File: config.mk
export PLATFORM = sky130hd
export DESIGN_NAME = tic_tac_toe_game_ctrl
export DESIGN_NICKNAME = d
export VERILOG_FILES = /design/src/rtl/tic_tac_toe_game_ctrl.sv
export SDC_FILE = /design/constraint.sdc
export NUM_CORES = 1
export LEC_CHECK = 0
export CORE_ASPECT_RATIO = 0.5
export CORE_UTILIZATION = 43
export DETAILED_ROUTE_END_ITERATION = 16
export PLACE_DENSITY = 0.75
export SLEW_MARGIN = 5
export SYNTH_ARGS = -nofsm -noshare
export SYNTH_HDL_FRONTEND = slang
export SYNTH_SLANG_ARGS = --single-unit
File: constraint.sdc
create_clock -name clk -period 2.4 [get_ports clk]
set_clock_uncertainty 0.1 [all_clocks]
set_input_delay 0.6 -clock clk [delete_from_list [all_inputs] [get_ports clk]]
set_output_delay 0.6 -clock clk [all_outputs]
set_load 0.02 [all_outputs]
File: src/rtl/tic_tac_toe_game_ctrl.sv
// Tic-tac-toe game controller: owns the board, alternates turns,
// validates moves and declares win, draw or timeout forfeit.
module tic_tac_toe_game_ctrl #(
  parameter logic        FIRST_PLAYER = 1'b0,
  parameter int unsigned TURN_TIMEOUT = 0,
  parameter int unsigned TIMER_W      = 16
) (
  input  logic        clk,
  input  logic        rst_n,
  input  logic        start,
  input  logic        move_valid,
  input  logic [3:0]  move_cell,
  output logic        move_ready,
  output logic        move_accept,
  output logic        move_reject,
  output logic        current_player,
  output logic [26:0] board,
  output logic [3:0]  move_count,
  output logic [1:0]  game_state,
  output logic [1:0]  winner,
  output logic        timeout
);

  typedef enum logic [1:0] {
    IDLE      = 2'b00,
    WAIT_MOVE = 2'b01,
    CHECK     = 2'b10,
    DONE      = 2'b11
  } state_e;

  localparam logic [2:0] SYM_O = 3'b000;
  localparam logic [2:0] SYM_X = 3'b001;
  localparam logic [2:0] EMPTY = 3'b011;
  localparam logic [26:0] BOARD_CLR = {9{EMPTY}};

  localparam logic [TIMER_W-1:0] TMAX =
    (TURN_TIMEOUT == 0) ? '0 : TIMER_W'(TURN_TIMEOUT - 1);

  localparam int LINES [8][3] = '{
    '{0, 1, 2}, '{3, 4, 5}, '{6, 7, 8},
    '{0, 3, 6}, '{1, 4, 7}, '{2, 5, 8},
    '{0, 4, 8}, '{2, 4, 6}
  };

  state_e             state_q, state_d;
  logic [26:0]        board_q, board_d;
  logic               player_q, player_d;
  logic [3:0]         count_q, count_d;
  logic [1:0]         winner_q, winner_d;
  logic               tout_q, tout_d;
  logic [TIMER_W-1:0] timer_q, timer_d;
  logic               acc_q, acc_d;
  logic               rej_q, rej_d;

  logic [2:0] sym;
  logic       legal;
  logic       won;

  assign sym = player_q ? SYM_X : SYM_O;

  always_comb begin
    legal = 1'b0;
    for (int k = 0; k < 9; k++) begin
      if (move_cell == 4'(k) && board_q[3*k +: 3] == EMPTY) begin
        legal = 1'b1;
      end
    end
  end

  // Only the player who just moved can have completed a line.
  always_comb begin
    won = 1'b0;
    for (int l = 0; l < 8; l++) begin
      if (board_q[3*LINES[l][0] +: 3] == sym &&
          board_q[3*LINES[l][1] +: 3] == sym &&
          board_q[3*LINES[l][2] +: 3] == sym) begin
        won = 1'b1;
      end
    end
  end

  always_comb begin
    state_d  = state_q;
    board_d  = board_q;
    player_d = player_q;
    count_d  = count_q;
    winner_d = winner_q;
    tout_d   = tout_q;
    timer_d  = timer_q;
    acc_d    = 1'b0;
    rej_d    = 1'b0;
    if (start) begin
      state_d  = WAIT_MOVE;
      board_d  = BOARD_CLR;
      player_d = FIRST_PLAYER;
      count_d  = '0;
      winner_d = 2'b00;
      tout_d   = 1'b0;
      timer_d  = '0;
    end else begin
      unique case (state_q)
        IDLE: ;
        WAIT_MOVE: begin
          timer_d = timer_q + 1'b1;
          if (move_valid && legal) begin
            for (int k = 0; k < 9; k++) begin
              if (move_cell == 4'(k)) begin
                board_d[3*k +: 3] = sym;
              end
            end
            count_d = count_q + 4'd1;
            acc_d   = 1'b1;
            state_d = CHECK;
          end else begin
            rej_d = move_valid;
            if (TURN_TIMEOUT != 0 && timer_q == TMAX) begin
              state_d  = DONE;
              winner_d = player_q ? 2'b01 : 2'b10;
              tout_d   = 1'b1;
            end
          end
        end
        CHECK: begin
          if (won) begin
            winner_d = player_q ? 2'b10 : 2'b01;
            state_d  = DONE;
          end else if (count_q == 4'd9) begin
            winner_d = 2'b11;
            state_d  = DONE;
          end else begin
            player_d = ~player_q;
            timer_d  = '0;
            state_d  = WAIT_MOVE;
          end
        end
        DONE: ;
      endcase
    end
  end

  always_ff @(posedge clk or negedge rst_n) begin
    if (!rst_n) begin
      state_q  <= IDLE;
      board_q  <= BOARD_CLR;
      player_q <= FIRST_PLAYER;
      count_q  <= '0;
      winner_q <= 2'b00;
      tout_q   <= 1'b0;
      timer_q  <= '0;
      acc_q    <= 1'b0;
      rej_q    <= 1'b0;
    end else begin
      state_q  <= state_d;
      board_q  <= board_d;
      player_q <= player_d;
      count_q  <= count_d;
      winner_q <= winner_d;
      tout_q   <= tout_d;
      timer_q  <= timer_d;
      acc_q    <= acc_d;
      rej_q    <= rej_d;
    end
  end

  assign move_ready     = (state_q == WAIT_MOVE);
  assign move_accept    = acc_q;
  assign move_reject    = rej_q;
  assign current_player = player_q;
  assign board          = board_q;
  assign move_count     = count_q;
  assign game_state     = state_q;
  assign winner         = winner_q;
  assign timeout        = tout_q;

endmodule

# After elaboration in Yosys (flattened, before gate mapping)

Index checks and enable logic that the tools add are counted.

Flip-flop bits (word level): 38
Input bits: 8
Output and inout port bits: 40
Word-level logic and storage cells: 156

Add/subtract/negate cells: 1
Equality and inequality tests: 32
Multiplexer cells: 53
Bitwise logic cells: 1
Reduce and logical (&&, ||, !) cells: 54

Operators with widths:

| operator            | number |
|---|---|
| $mux 27             | 3 |
| $reduce_and 3->1    | 10 |
| $mux 1              | 28 |
| $eq 3x1->1          | 9 |
| $eq 3x2->1 const B  | 9 |
| $mux 3              | 9 |
| $logic_and 1x1->1   | 26 |
| $reduce_bool 2->1   | 12 |
| $mux 2              | 9 |
| $eq 4x3->1 const B  | 4 |
| $mux 4              | 3 |
| $eq 4x2->1 const B  | 2 |
| $eq 4x4->1 const B  | 2 |
| $reduce_and 2->1    | 3 |
| $reduce_bool 3->1   | 2 |
| $add 4x1->4 const B | 1 |
| $eq 4x1->1 const B  | 1 |
| $logic_not 4->1     | 1 |
| $ne 2x2->1 const B  | 2 |
| $pmux 2 s2          | 1 |
| $ne 3x2->1 const B  | 1 |
| $eq 2x1->1 const B  | 1 |
| $eq 2x2->1 const B  | 1 |
| $not 1->1           | 1 |

# Depth between registers and ports, before layout

Gate-level depths: netlist (run 1).

Depth after elaboration: 15
Gate-level depth with buffers: 8

# Worst setup path before layout (run 1)

No wires, ideal clock.

Kind: register to register
Start: reg board_q[6], in the netlist board[6]
End: reg state_q[1], in the netlist game_state[1]
Library setup time: 126 ps
Arrival time: 2334 ps
Data required time: 2174 ps
Path slack: -160 ps
Stages on the path, launching flop included: 7
Buffers on the path: 1
Period minus slack after synthesis: 2560 ps
Cells stage by stage: dfstp_2 > buf_2 > or4_1 > a2111oi_0 > or4_4 > or4b_4 > a221o_1

Cells in the longest elaborated chain, start to end: 13
Elaborated cells between the ends (all ways): 29
Classes of those cells: 3 x eq/ne; 18 x mux; 8 x reduce/logical

Ends and longest elaborated chain:

| item                     | RTL line | RTL |
|---|---|---|
| start: declaration       | 46       | `logic [26:0] board_q, board_d;` |
| start signal: assignment | 154      | `board_q <= board_d;` |
| $eq 3x1->1               | 74, 76   |  |
| $logic_and 1x1->1        | 75       | `board_q[3*LINES[l][1] +: 3] == sym &&` |
| $mux 1 (8 in series)     | 74       | `if (board_q[3*LINES[l][0] +: 3] == sym &&` |
| $mux 2                   | 124      | `if (won) begin` |
| $pmux 2 s2               | 101      | `unique case (state_q)` |
| $mux 2                   | 92       | `if (start) begin` |
| end signal: assignment   | 153      | `state_q <= state_d;` |
| end: declaration         | 45       | `state_e state_q, state_d;` |

Several ways; a longest one is shown, not always the timed one.
A chain may end at the register's enable or synchronous reset.

# Final worst setup path (run 1)

Start: reg player_q, in the netlist current_player
End: reg state_q[1], in the netlist game_state[1]

Cells in the longest elaborated chain, start to end: 15
Elaborated cells between the ends (all ways): 37
Classes of those cells: 9 x eq/ne; 12 x mux; 16 x reduce/logical

Ends and longest elaborated chain:

| item                          | RTL line | RTL |
|---|---|---|
| start: declaration            | 47       | `logic player_q, player_d;` |
| start signal: assignment      | 155      | `player_q <= player_d;` |
| $mux 1 (*)                    | 59       | `assign sym = player_q ? SYM_X : SYM_O;` |
| $eq 3x1->1 (on tied branches) | 74, 75   |  |
| $logic_and 1x1->1             | 74       |  |
| $logic_and 1x1->1             | 75       |  |
| $mux 1 (7 in series)          | 74       |  |
| $mux 1 (*)                    | 74       |  |
| $mux 2 (*)                    | 124      |  |
| $pmux 2 s2 (*)                | 101      |  |
| $mux 2 (*)                    | 92       |  |

Mark *: on every way between the ends. The rest lies on a longest branch, timed or not.

==> impl_metrics.toml, run 1 <==
[place]
dp.cells = 303
dp_slack_ps = -464
dpl_cell_area_mm2 = 0.00238
io_buffers = 37
gp_congestion = 0.971
hpwl_um = 3670

[sta]
rsz0062_at_grt = "true"
timing.final.ws_setup_ps = -47.6
final_max_slew_viol_count = 0
finalWorstPathRequiredPeriod_ps = 2450
tightestPinTransition_ps = 498
slew-limit-headroom = 0.666
setup_viol = 2
finalHoldViolCount = 0
layout_worst_path_cycle_share = 1.02
fmax_ghz = 0.409

[drt]
drtAntennaViolNets = 0
via_count = 1788
via_per_inst = 5.68
remaining_drc_errors = 0
drt_iter0_drc = 119
first_pass_iters = 5
wirelength_um = 5250
drt-wirelength-per-cell_um = 16.7

[clocking]
max-clock-path-buffers = 2
cts_hold_buf = 0
insertion_delay_ps = 280
numCtsBuffers = 5
path_clk_slew_ps = 70
htree_levels = 2
cts_sinks = 29
clockRootBuffer = "clkbuf_8"
tritoncts = "built"

[synth]
ys.flop_type = "dfstp_2"
synth_edf_count = 0
yosysSeqAreaShare = 0.425
syn_avg_cell_area_um2 = 9.47
yosys-top-cells-count = "nor2_1, dfstp_2, dfrtp_1, nand2_1, nand3_1"
synthDistinctLibCells = 46
synth.area.top_cells = "dfstp_2, dfrtp_1, buf_4"
syn_inst = 186
synth_most_common_cell = "nor2_1"
syn_area_mm2 = 0.00176
synth_top_area_frac = 0.268
async_flop_share = 1.00
synth_seq_cells = 29
ys_warn_count = 0
synth_top_area_cell = "dfstp_2"

[die]
io_pins = 48
die_h_um = 47.3
core-area_mm2 = 0.00390
dieArea_mm2 = 0.00437
initial_utilization = 0.451
die_w_um = 92.5
fp-row-count = 16

[pwr]
p_switching_uw = 343
seqPwrFrac = 0.456
clkPwrFrac = 0.349
comb_power_share = 0.195
power_density_mw_per_mm2 = 447
power.leakage_uw = 0.00104
peakVddDrop_uv = 306
power.internal_uw = 805
swShare = 0.299

[critical_path]
regToRegSetupSlack_ps = -50
required_ps = 2470
critPathLaunch = "current_player$_DFFE_PN0P_"
cp-end-kind = "flip-flop"
reg2reg_depth = 8
reg2reg_from = "current_player$_DFFE_PN0P_"
cp.arrival_ps = 2510
cp_max_fo = 7
reg2reg_to = "game_state[1]$_DFFE_PN0P_"
cp-start-kind = "flip-flop"
critical_path_class = "reg2reg"

[global_route]
grt.total_usage = 0.255
grt_busiest_layer = "met2"
use_met3 = 0.0777
grt_pass1_vias = 1656
grt.met2_usage = 0.421
grt_pass1_wl_um = 8170
antenna_found_initial = 0
grt_use_met1 = 0.333
grt_max_degree = 30
grt.overflow.total = 0

[layout]
fill_cells = 311
drive_gt1_frac = 0.314
fin_cells = 315
areaGrowthSynthToFinish_pct = 45.7
nets = 270
fin_area_mm2 = 0.00257
antennaDiodeCount = 0

[outcome]
status = "finished with violations"
violations = "negative setup slack"

[worst_hold_path]
min_to = "board[4]$_DFFE_PN1P_"
hold_path_class = "reg2reg"
hp-start = "board[4]$_DFFE_PN1P_"
hold_path_depth = 1

[run]
maxCapViolations = 0
==> sequential cells by signal, indices dropped and copies added (netlist names) <==
signal          flops
move_count          4
move_accept         1
winner              2
current_player      1
game_state          2
move_reject         1
board              18
==> logic make-up after synthesis <==
logic type	synth area share
flip-flops	0.425
multiplexers	0.00568
adder cells (fa/ha/maj)	0.0142
AO/OA/AOI/OAI	0.188
other	0.00213
AND/OR/NAND/NOR	0.271
XOR/XNOR	0.0149
buffers and inverters	0.0803
==> worst max path at each step <==
stage | to | slack [ps] | depth (start not counted)
final | game_state[1]$_DFFE_PN0P_ | -50 | 8
after global routing | game_state[1]$_DFFE_PN0P_ | -110 | 6
after CTS | game_state[1]$_DFFE_PN0P_ | -30 | 8
after detailed placement | board[22]$_DFFE_PN1P_ | -460 | 8
after global placement | board[4]$_DFFE_PN1P_ | -430 | 8
after floorplan | game_state[1]$_DFFE_PN0P_ | -110 | 6
==> power by group through the flow <==
stage                     registers (uW)  logic (uW)  clock network [uW]
after CTS                            522         217                 399
after global routing                 525         241                 428
after detailed placement             532         207                   0
after floorplan                      545         105                   0
after global placement               531         205                   0
final                                523         224                 401
==> layer usage <==
metal | vias up | wire (um)
met5 | - | 0
met2 | 81 | 2420
met4 | 0 | 48
met3 | 10 | 401
met1 | 870 | 2380
li1 | 827 | -
==> layout by cell type, fill, tap and decap left out, types with 6 or more instances in the layout <==
cell type	count
nor2_1	19
nand3_1	11
nand2_1	11
a21oi_1	7
conb_1	10
dfstp_2	18
clkdlybuf4s50_1	32
nand4_1	9
a21o_1	9
dfrtp_1	10
buf_4	40
o22a_1	8
nor2b_1	6
==> critical path, cell delays in order (launching register included) <==
cell     delay [ps]
dfrtp_2         430
buf_12          140
buf_4           120
nand4_1          60
a211o_1         120
a21oi_1          60
or4_4           430
or4b_4          550
a221o_1         330
==> cell type report <==
| cell class | instances | area [um^2] | area share |
|---|---|---|---|
| well taps | 54 | 67.6 | 0.0263 |
| multi-input cells | 143 | 962 | 0.375 |
| clock buffers | 6 | 72.6 | 0.0283 |
| clock inverters | 2 | 10.0 | 0.00390 |
| flip-flops and latches | 29 | 749 | 0.292 |
| inverters | 2 | 7.51 | 0.00293 |
| repair buffers | 79 | 697 | 0.272 |
==> timing repair <==
action / CTS / global route
buffers inserted: 4 / 0
endpoints found under the hold margin: 0 / 0
gates resized for setup: 10 / 8
pin swaps: 2 / 1
setup endpoints to repair: 24 / 26
==> stage by stage <==
step / TNS (ps) / hold slack (ps) / power [uW] / util
final: -58.6 / 443 / 1150 / 0.657
after global routing: -201 / 466 / 1190 / 0.657
after CTS: -31.2 / 446 / 1140 / 0.646
after detailed placement: -9470 / 437 / 738 / 0.611
after global placement: -8650 / 429 / 736 / 0.611
after floorplan: -110 / 204 / 650 / -
(Power assumes the default switching activity.)
==> run 2: changes to the inputs <==
SLEW_MARGIN = not set   (was 5)
==> results of run 2 <==
No change in the layout: final DEF, timing and power equal those of run 1.
